[src/rtl/tdm_pkg.sv]
// Shared definitions for the TDM nibble link (framer and deframer sides).
package tdm_pkg;

  typedef enum logic {
    HUNT = 1'b0,
    RECV = 1'b1
  } tdm_state_t;

  localparam int DEF_NUM_CH = 4;
  localparam int DEF_CH_W   = 4;

  // LSB position of channel k inside a packed frame word
  function automatic int ch_lsb(input int k, input int ch_w);
    return k * ch_w;
  endfunction

endpackage

[src/rtl/tdm_shadow_buf.sv]
// Frame assembly register file with indexed write and atomic commit to the output word.
module tdm_shadow_buf
  import tdm_pkg::*;
#(
  parameter int NUM_CH = DEF_NUM_CH,
  parameter int CH_W   = DEF_CH_W,
  parameter int IDX_W  = (NUM_CH > 1) ? $clog2(NUM_CH) : 1
) (
  input  logic                     clk,
  input  logic                     i_reset,
  input  logic                     i_wr_en,
  input  logic [IDX_W-1:0]         i_wr_idx,
  input  logic [CH_W-1:0]          i_wr_data,
  input  logic                     i_commit,
  output logic [NUM_CH*CH_W-1:0]   o_ch_out
);

  logic [CH_W-1:0] r_shadow [NUM_CH];
  logic [CH_W-1:0] r_out    [NUM_CH];

  // Commit samples the shadow before any same-edge write, so the next
  // frame's channel 0 can land while the previous frame is published.
  always_ff @(posedge clk) begin
    if (i_reset) begin
      for (int k = 0; k < NUM_CH; k++) begin
        r_shadow[k] <= '0;
        r_out[k]    <= '0;
      end
    end else begin
      for (int k = 0; k < NUM_CH; k++) begin
        if (i_wr_en && (i_wr_idx == IDX_W'(k))) r_shadow[k] <= i_wr_data;
        if (i_commit) r_out[k] <= r_shadow[k];
      end
    end
  end

  genvar gi;
  generate
    for (gi = 0; gi < NUM_CH; gi++) begin : g_out
      assign o_ch_out[ch_lsb(gi, CH_W) +: CH_W] = r_out[gi];
    end
  endgenerate

endmodule

[src/rtl/tdm_deframer.sv]
// Frame-synchronised TDM receiver: hunts for SOF, assembles a frame, commits it atomically.
module tdm_deframer
  import tdm_pkg::*;
#(
  parameter int NUM_CH = DEF_NUM_CH,
  parameter int CH_W   = DEF_CH_W,
  parameter int ERR_W  = 8
) (
  input  logic                   clk,
  input  logic                   reset,
  input  logic                   enable,
  input  logic [CH_W-1:0]        rx_data,
  input  logic                   rx_valid,
  input  logic                   rx_sof,
  output logic [NUM_CH*CH_W-1:0] ch_out,
  output logic                   frame_done,
  output logic                   locked,
  output logic                   frame_err,
  output logic [ERR_W-1:0]       err_count
);

  localparam int IDX_W = (NUM_CH > 1) ? $clog2(NUM_CH) : 1;
  localparam logic [IDX_W-1:0] LAST_IDX = IDX_W'(NUM_CH - 1);

  tdm_state_t       r_state;
  logic [IDX_W-1:0] r_idx;
  logic             r_commit;
  logic             r_frame_done;
  logic             r_frame_err;
  logic [ERR_W-1:0] r_err_count;

  logic             w_beat;
  logic             w_wr_en;
  logic [IDX_W-1:0] w_wr_idx;

  assign w_beat   = enable & rx_valid;
  // In HUNT only an SOF is stored; in RECV everything but a missing-SOF beat is stored
  assign w_wr_en  = w_beat & (rx_sof | ((r_state == RECV) & (r_idx != '0)));
  assign w_wr_idx = rx_sof ? '0 : r_idx;

  always_ff @(posedge clk) begin
    if (reset) begin
      r_state      <= HUNT;
      r_idx        <= '0;
      r_commit     <= 1'b0;
      r_frame_done <= 1'b0;
      r_frame_err  <= 1'b0;
      r_err_count  <= '0;
    end else begin
      r_commit     <= 1'b0;
      r_frame_err  <= 1'b0;
      r_frame_done <= r_commit;
      if (!enable) begin
        if (r_state == RECV && r_idx != '0) begin
          r_state <= HUNT;
          r_idx   <= '0;
        end
      end else if (rx_valid) begin
        case (r_state)
          HUNT: begin
            if (rx_sof) begin
              r_state <= RECV;
              r_idx   <= IDX_W'(1);
            end
          end
          RECV: begin
            if (rx_sof) begin
              r_idx <= IDX_W'(1);
              if (r_idx != '0) begin
                r_frame_err <= 1'b1;
                if (r_err_count != '1) r_err_count <= r_err_count + 1'b1;
              end
            end else if (r_idx == '0) begin
              r_frame_err <= 1'b1;
              if (r_err_count != '1) r_err_count <= r_err_count + 1'b1;
              r_state <= HUNT;
            end else if (r_idx == LAST_IDX) begin
              r_idx    <= '0;
              r_commit <= 1'b1;
            end else begin
              r_idx <= r_idx + 1'b1;
            end
          end
          default: r_state <= HUNT;
        endcase
      end
    end
  end

  tdm_shadow_buf #(
    .NUM_CH (NUM_CH),
    .CH_W   (CH_W),
    .IDX_W  (IDX_W)
  ) u_shadow (
    .clk       (clk),
    .i_reset   (reset),
    .i_wr_en   (w_wr_en),
    .i_wr_idx  (w_wr_idx),
    .i_wr_data (rx_data),
    .i_commit  (r_commit),
    .o_ch_out  (ch_out)
  );

  assign frame_done = r_frame_done;
  assign locked     = (r_state == RECV);
  assign frame_err  = r_frame_err;
  assign err_count  = r_err_count;

endmodule
[config.mk]
export PLATFORM = sky130hd
export DESIGN_NAME = tdm_deframer
export DESIGN_NICKNAME = d
export VERILOG_FILES = /design/src/rtl/tdm_pkg.sv /design/src/rtl/tdm_shadow_buf.sv /design/src/rtl/tdm_deframer.sv
export SDC_FILE = /design/constraint.sdc
export NUM_CORES = 1
export LEC_CHECK = 0
export ABC_AREA = 1
export CAP_MARGIN = 20
export CORE_MARGIN = 2
export CORE_UTILIZATION = 46
export CTS_CLUSTER_DIAMETER = 30
export DETAILED_ROUTE_END_ITERATION = 16
export GPL_TIMING_DRIVEN = 0
export PLACE_DENSITY_LB_ADDON = 0.2
export SYNTH_ARGS = -nofsm -noshare
export SYNTH_HDL_FRONTEND = slang
export SYNTH_SLANG_ARGS = --single-unit
export TNS_END_PERCENT = 10
[constraint.sdc]
create_clock -name clk -period 2 [get_ports clk]
set_input_delay 0.4 -clock clk [delete_from_list [all_inputs] [get_ports clk]]
set_output_delay 0.4 -clock clk [all_outputs]
set_load 0.1 [all_outputs]
==> results of run 1 <==
## timing repair
item | 4_1_cts | 5_1_grt
endpoints found under the setup margin | 27 | 11
setup buffers | 0 | 0
resized for setup | 32 | 8
pin swaps | 0 | 1
## synthesized netlist by cell type (all sizes together) (2+ instances only)
cell	number	area share (%)
nor2	59	11
inv	40	7.4
edfxtp	32	47
nand2	30	5.8
dfxtp	14	14
nand3	12	3.2
a21oi	6	1.5
o21ai	6	1.7
ha	5	3.1
buf	3	0.74
nor3	3	1.5
or2	3	0.92
xor2	3	1.3
nand4	2	0.61
## logic make-up after synthesis
| logic type | count (synthesis) |
|---|---|
| AOI/OAI and AO/OA | 12 |
| xor gates and xnor gates | 3 |
| adders and majority gates | 5 |
| buffers and inverters | 43 |
| DFF | 46 |
| and+or+nand+nor | 110 |
## final timing paths
kind                                                 to  cells past startpoint                  start  slack, ns
setup / recovery                                 locked                      1    locked$_SDFFE_PP0P_       0.02
hold reg to reg                   frame_done$_SDFF_PP0_                      2    r_commit$_SDFF_PP0_       0.45
hold / removal                err_count[3]$_SDFFE_PP0P_                      2                  reset       0.38
setup reg to reg  u_shadow.r_shadow[2][3]$_SDFFCE_PN0P_                      5  r_idx[1]$_SDFFE_PP0P_       0.16
## layer usage
metal / GRT usage (%) / part of all wire [%]
met5: 0 / 0
met2: 25.7 / 49
met3: 4.18 / 5.7
met4: 5.98 / 1.6
met1: 16.4 / 44
## layout by cell type (no fill, tap or decap), types with 2 or more instances in the layout
master                            netlist  final
sky130_fd_sc_hd__buf_2                  3      3
sky130_fd_sc_hd__nor2_2                 1      2
sky130_fd_sc_hd__clkbuf_1               0      2
sky130_fd_sc_hd__nand2_1               28     28
sky130_fd_sc_hd__xor2_1                 3      3
sky130_fd_sc_hd__nor2_1                58     57
sky130_fd_sc_hd__nand2_2                2      2
sky130_fd_sc_hd__nor3_2                 3      3
sky130_fd_sc_hd__dfxtp_1               14     13
sky130_fd_sc_hd__clkbuf_8               0      5
sky130_fd_sc_hd__or2_2                  3      3
sky130_fd_sc_hd__nand4_1                2      2
sky130_fd_sc_hd__clkdlybuf4s15_2        0      2
sky130_fd_sc_hd__inv_2                  2      2
sky130_fd_sc_hd__clkdlybuf4s15_1        0      5
sky130_fd_sc_hd__ha_1                   5      5
sky130_fd_sc_hd__inv_1                 38     38
sky130_fd_sc_hd__a21oi_1                6      6
sky130_fd_sc_hd__clkdlybuf4s50_1        0      7
sky130_fd_sc_hd__nand3_1               11     11
sky130_fd_sc_hd__dlygate4sd2_1          0     19
sky130_fd_sc_hd__o21ai_0                5      5
sky130_fd_sc_hd__edfxtp_1              32     32
## metrics by stage
stage                     TNS (ns)  cells
after floorplan             -0.250    219
after global placement       -1.10    305
after detailed placement     -1.19    305
after CTS                        0    313
after global routing      -0.00720    313
final                            0    313
## registers in the layout, indices dropped and copies added (netlist names)
name	flops
err_count	8
frame_done	1
frame_err	1
locked	1
r_commit	1
r_idx	2
u_shadow.r_out	16
u_shadow.r_shadow	16
## power groups by stage
stage / logic (uW) / clock network [uW] / registers [uW]
after global routing: 217 / 721 / 1060
final: 205 / 677 / 1050
after detailed placement: 214 / 0 / 1080
after global placement: 212 / 0 / 1070
after floorplan: 54.7 / 0 / 1180
after CTS: 205 / 687 / 1050
## layout make-up
class | instances | area [um2]
Buffer | 3 | 15.0
Fill cell | 391 | 1760
Clock buffer | 7 | 76.3
Timing Repair Buffer | 34 | 314
Sequential cell | 46 | 1240
Multi-Input combinational cell | 130 | 638
Clock inverter | 1 | 30.0
Inverter | 40 | 150
Tap cell | 52 | 65.1
==> results.txt, run 1 <==
For the worst setup path, the data required time is 1.60 ns. The clock transition at the register clock pins on the worst setup and hold paths after CTS came out at 0.09 ns. In this run the remaining antenna-violating nets after routing total 0. The number of hold buffers added after cts came out at 0. The synthesized netlist devotes 3.14% of its cell area to compound gates. The pin count of the biggest net entering global routing is 17. The post-detailed-route wirelength per cell is 11.1 um. The max-slew violation count is 0. The number of failing setup endpoints in the final timing report is 0.

The first global-routing pass estimated 5.66 mm of wire. The number of buffers created by CTS came out at 5. The horizontal extent of the die is 70.5 um. Of the post-synthesis cell area, the part taken by muxes is 0%. The die outline area came out at 4970 um2.

TritonCTS built the clock tree. In this run the worst path has a maximum fanout of 7. The average footprint of a synthesized cell came out at 9.29 um2. For this block, the initial DRC count from the detailed router was 116.

For this run, the leading register cell type out of synthesis is sky130_fd_sc_hd__edfxtp_1. The clock sink count came out at 46. The via count of the first global-routing pass is 1322. The slack of the critical path is 0.0159 ns. The path class of the tightest hold or removal check is in2reg. The starting density of the core came out at 47.4%. After synthesis, the largest family of logic cells by area is simple AND/OR/NAND/NOR gates. The detailed-route DRC error count is 0. Of the total power, the share spent switching nets is 24.6%.

The share of flip-flops with an asynchronous set or reset came out at 0%. The global routing usage summed across all routing layers came out at 14.6%. The final core area utilization is 58.9%. CTS placed an instance of sky130_fd_sc_hd__clkbuf_8 at the clock tree root. The run finished with clean final reports.

STA classifies the critical path endpoint as an output pin. The share of power burned in the clock network came out at 35.0%. The count of flip-flops with a built-in enable after synthesis is 32. The initial antenna violation count came to 0. The synthesized netlist contains 20 unique library cells.

Measured against its own limit, the worst slew margin works out to 35.4%. For the pin with the worst max-slew slack, the measured transition is 0.972 ns. The die is 70.5 um tall. The number of placement rows came out at 24. Derived from the worst setup path, the maximum achievable clock frequency is 504 MHz. The ratio of cells with drive above 1 in the final layout is 10.3%.

The clock latency on the worst-skew pair is 0.30 ns. The total iterations of the first detailed-routing run is 4. Setup repair after global routing could not meet its margin everywhere. Relative to the synthesized area, the layout overhead comes to 24.4%.

The slowest stage of the critical path belongs to the cell sky130_fd_sc_hd__clkdlybuf4s15_1. The power per cell area is 764 nW/um2. The sum of routed wire length over all layers is 3.47 mm. The post-synth net total is 233. The adder-cell area share of the yosys netlist came out at 3.08%. The detailed placement HPWL is 2.54 mm. The total area inside the core boundary comes to 4290 um2. The total number of yosys warnings is 0.

The signal on the critical path passes through clkdlybuf4s15_1. The synthesized instance count is 219. The cell area after synthesis is 2030 um2. The final layout contains 274 nets. The worst vdd rail ir drop is 312 uV. The arrival time of the worst setup path came out at 1.58 ns. The delay of the slowest cell on the worst path came out at 0.86 ns. The clock period minus worst slack is 1.98 ns.

The share of the clock period used by the worst path is 99.2%. The number of port buffers came out at 34. The final-report hold violation count came to 0.

The number of synthesized register bits is 46. In this run the cell area measured after placement is 2440 um2. After detailed routing, the number of vias per cell comes to 4.61.

The completed layout was analyzed and its total power is 1940 uW. Per report_power, the sequential group accounts for 54.4% of the total. The worst setup path is launched from a flop. The worst hold slack came out at 0.383 ns.

The synthesized netlist devotes 1.29% of its cell area to XOR and XNOR gates. The max-capacitance violation count came out at 0. The clock skew is 0.00570 ns.

The analysis attributes to cell leakage a power of 0.00111 uW. The worst-case setup slack after placement is -0.161 ns. By startpoint and endpoint, the worst setup path is classified as reg2out. Internal power comes to 1460 uW. The final design area excluding fillers came out at 2530 um2. The combinational cell fraction of total power came out at 10.6%. The top-level I/O count is 36. The routability congestion estimate is 0.881. The simple-gate area share of the yosys netlist came out at 23.4%.

The number of levels in the clock H-tree came out at 2. The critical path buffer and inverter count is 1. In this design, the largest share of critical-path delay is due to buffers and inverters. The antenna cell count came out at 0. Across all layers, the routed design uses 1444 vias.

The analysis attributes to net switching a power of 477 uW. The longest clock path from root to sink contains 2 buffers. Summed over all layers, the global routing overflow is 0. Sequential cells were found to cover 61.0% of the synthesized design area.
(Power assumes the default switching activity.)
==> run 2: changes to the inputs <==
--- a/config.mk
+++ b/config.mk
@@ -8,7 +8,7 @@
 export ABC_AREA = 1
 export CAP_MARGIN = 20
 export CORE_MARGIN = 2
-export CORE_UTILIZATION = 46
+export CORE_UTILIZATION = 45
 export CTS_CLUSTER_DIAMETER = 30
 export DETAILED_ROUTE_END_ITERATION = 16
 export GPL_TIMING_DRIVEN = 0
==> run 2 against run 1 <==
Worst hold slack worse by 0.0049 ns. Via count up 1.2%. Flip-flop and latch count unchanged. Worst setup slack better by 0.023 ns. Wire length up 0.14%. Final cell count up 0.32%. Fmax up 1.2%. Register-to-register slack better by 0.05 ns. Global-route usage down 0.42 points. First-iteration DRC count down 62%. Cell area down 0.44%. Critical path type unchanged. Highest routed layer unchanged.
==> results.txt, run 2 (same netlist as run 1, synthesis figures left out) <==
The hold path depth came out at 2. The H-tree was split into 2 levels. For the final routed database, the setup TNS stands at 0 ns. The CTS tree is done.

The fmax is 510 MHz. For this block, the via count after detailed routing is 1461. The clock latency on the worst-skew pair came out at 0.30 ns. The worst path in the final design needs a cycle of 1.96 ns, including I/O delays and setup. The required time at the endpoint of the critical path is 1.60 ns. The number of buffers created by CTS is 5. Routability-driven placement finished with a final weighted congestion of 0.864. The antenna cell count came out at 0. The post-detailed-route wirelength per cell is 11.1 um. The die height is 71.2 um. The via count of the first global-routing pass was 1296. The worst hold path terminates at locked$_SDFFE_PP0P_.

The clock transition at the register clock pins on the worst setup and hold paths after CTS is 0.08 ns. The first-pass GRT wire length is 5.57 mm. The area growth from synthesis to layout is 23.9%. The post-detailed-placement cell area is 2440 um2. The detailed placement HPWL came out at 2.47 mm.

The arrival time of the worst setup path came out at 1.56 ns. The clock sink count came out at 46. Across the run, the number of max-cap violations was 0. The critical path buffer and inverter count is 1. Traced cell by cell, the critical path runs through clkdlybuf4s15_1. The die outline area is 5080 um2. The delay of the slowest cell on the worst path came out at 0.85 ns. The peak fanout along the critical path came out at 5.

The startpoint identified for the worst hold timing path is reset. The layout net count came out at 275. The top-level I/O count is 36. The number of buffers inserted to repair setup after CTS came out at 0. The power per cell area came out at 770 nW/um2. The final-report hold violation count was 0. The die is 71.2 um wide.

The ratio of cells with drive above 1 in the final layout came out at 11.1%. The library cells used most frequently in the layout, excluding fill and tap cells, are sky130_fd_sc_hd__nor2_1 (57), sky130_fd_sc_hd__inv_1 (38), sky130_fd_sc_hd__edfxtp_1 (32), sky130_fd_sc_hd__nand2_1 (28), sky130_fd_sc_hd__dlygate4sd2_1 (20). The kind of start point of the critical path is a flop. The cell sitting at the root of the clock tree is a sky130_fd_sc_hd__clkbuf_8. The total iterations of the first detailed-routing run came out at 4. The max-slew violation count is 0. In this run the standard cell core region covers 4350 um2.

Once layout is done, the placed cells without fillers occupy 2520 um2. Setup repair after global routing left no endpoint under its margin. The largest individual stage delay along the critical path comes from the cell sky130_fd_sc_hd__clkdlybuf4s15_1. In this run the worst hold path is classified as in2reg.

The starting density of the core is 46.7%. Summed over all cells, the static leakage comes to 0.00111 uW. The most common library cell in the layout ignoring fill and taps is sky130_fd_sc_hd__nor2_1.

In this run the critical register-to-register path is captured at err_count[7]$_SDFFE_PP0P_. The count of nets left with antenna violations after detail routing came out at 0. The sum of routed wire length over all layers came out at 3.47 mm.

The kind of capture point of the worst setup path is an output pin. The number of placement rows came out at 24. The detailed router finished its first iteration with 44 violations. Between clock sinks in the finished design, the worst skew comes to 0.00549 ns.

The cell depth of the worst flop-to-flop path came out at 11. Setup violations remaining at the end of the flow were counted as 0. The worst vdd rail ir drop came out at 291 uV. The initial antenna violation count is 0. The startpoint identified for the worst register-to-register timing path is r_idx[1]$_SDFFE_PP0P_. The kind of cell with the highest combined delay along the critical path is buffers and inverters. The maximum root-to-sink buffer count came out at 2.

The pin count of the biggest net entering global routing came out at 17. The worst-case headroom to the max-slew limit is 36.6%. The number of port buffers is 34. Using the TritonRoute via totals, the vias-per-cell ratio works out to 4.65. The critical path in this run is classified as reg2out. The actual slew at the worst max-slew pin is 0.954 ns. In the routed design, unresolved DRC markers number 0.

The number of hold buffers added after cts came out at 0. The register-to-register setup slack came out at 0.21 ns. The share of the clock period used by the worst path is 98.1%. The run finished with clean final reports.

For this run the aggregate overflow at the end of global routing stands at 0. The global routing usage summed across all routing layers is 14.1%.
==> run 2: changes by cell type in the layout (fill, tap and decap cells not counted) <==
cell,previous run,this run
sky130_fd_sc_hd__clkdlybuf4s15_2,2,1
sky130_fd_sc_hd__clkbuf_1,2,1
sky130_fd_sc_hd__clkbuf_2,1,3
sky130_fd_sc_hd__nand3_1,11,12
sky130_fd_sc_hd__clkdlybuf4s15_1,5,3
sky130_fd_sc_hd__nand3_4,1,0
sky130_fd_sc_hd__o21ai_1,0,1
sky130_fd_sc_hd__clkinvlp_4,0,1
sky130_fd_sc_hd__nand3_2,0,1
sky130_fd_sc_hd__dlygate4sd2_1,19,20
sky130_fd_sc_hd__o21ai_0,5,4
==> run 2: what timing repair did <==
item / 4_1_cts / 5_1_grt
gates cloned: 0 / 1
endpoints found under the setup margin: 27 / 12
gates resized for setup: 31 / 9
pin swaps: 0 / 1
==> run 2: area by class of cell <==
cell class	count	area [um2]
plain buffers	3	15.0
clock buffers	6	72.6
clock inverters	2	37.5
fillers	393	1830
inverters	40	150
multi-input cells	131	636
flip-flops and latches	46	1240
well taps	52	65.1
repair buffers	34	302
==> run 2: how the worst max path moves through the flow <==
stage,from,to,slack [ns],cells after the start
after floorplan,err_count[1]$_SDFFE_PP0P_,err_count[5]$_SDFFE_PP0P_,-0.05,8
after CTS,err_count[5]$_SDFFE_PP0P_,err_count[5],0.0004,1
final,err_count[5]$_SDFFE_PP0P_,err_count[5],0.04,1
after global routing,err_count[1]$_SDFFE_PP0P_,err_count[1],0.001,1
after detailed placement,enable,u_shadow.r_shadow[2][0]$_SDFFCE_PN0P_,-0.16,5
after global placement,rx_sof,err_count[2]$_SDFFE_PP0P_,-0.14,8
==> run 2: routing by layer <==
metal	wire (um)	global-route usage, %	vias up
met1	1570	16.2	643
met2	1640	24.4	38
met3	195	4.22	7
met4	65	6.29	0
li1	-	-	773
met5	0	0	-
==> run 2: through the flow <==
step	setup slack (ns)	hold WS (ns)	power, uW	util [%]	cells
detailed placement	-0.162	0.471	1290	56.1	305
global placement	-0.144	0.459	1290	56.1	305
global route	0.00102	0.383	2010	57.9	314
floorplan	-0.0493	0.432	1230	-	219
finish	0.0387	0.378	1940	57.9	314
CTS	0.000360	0.377	1960	57.9	313
==> run 2: power by group <==
group | switching, uW | internal, uW | leakage [uW]
registers | 10.8 | 1040 | 0.000445
logic | 162 | 42.3 | 0.000616
clock network | 310 | 373 | 0.0000514
total | 483 | 1460 | 0.00111
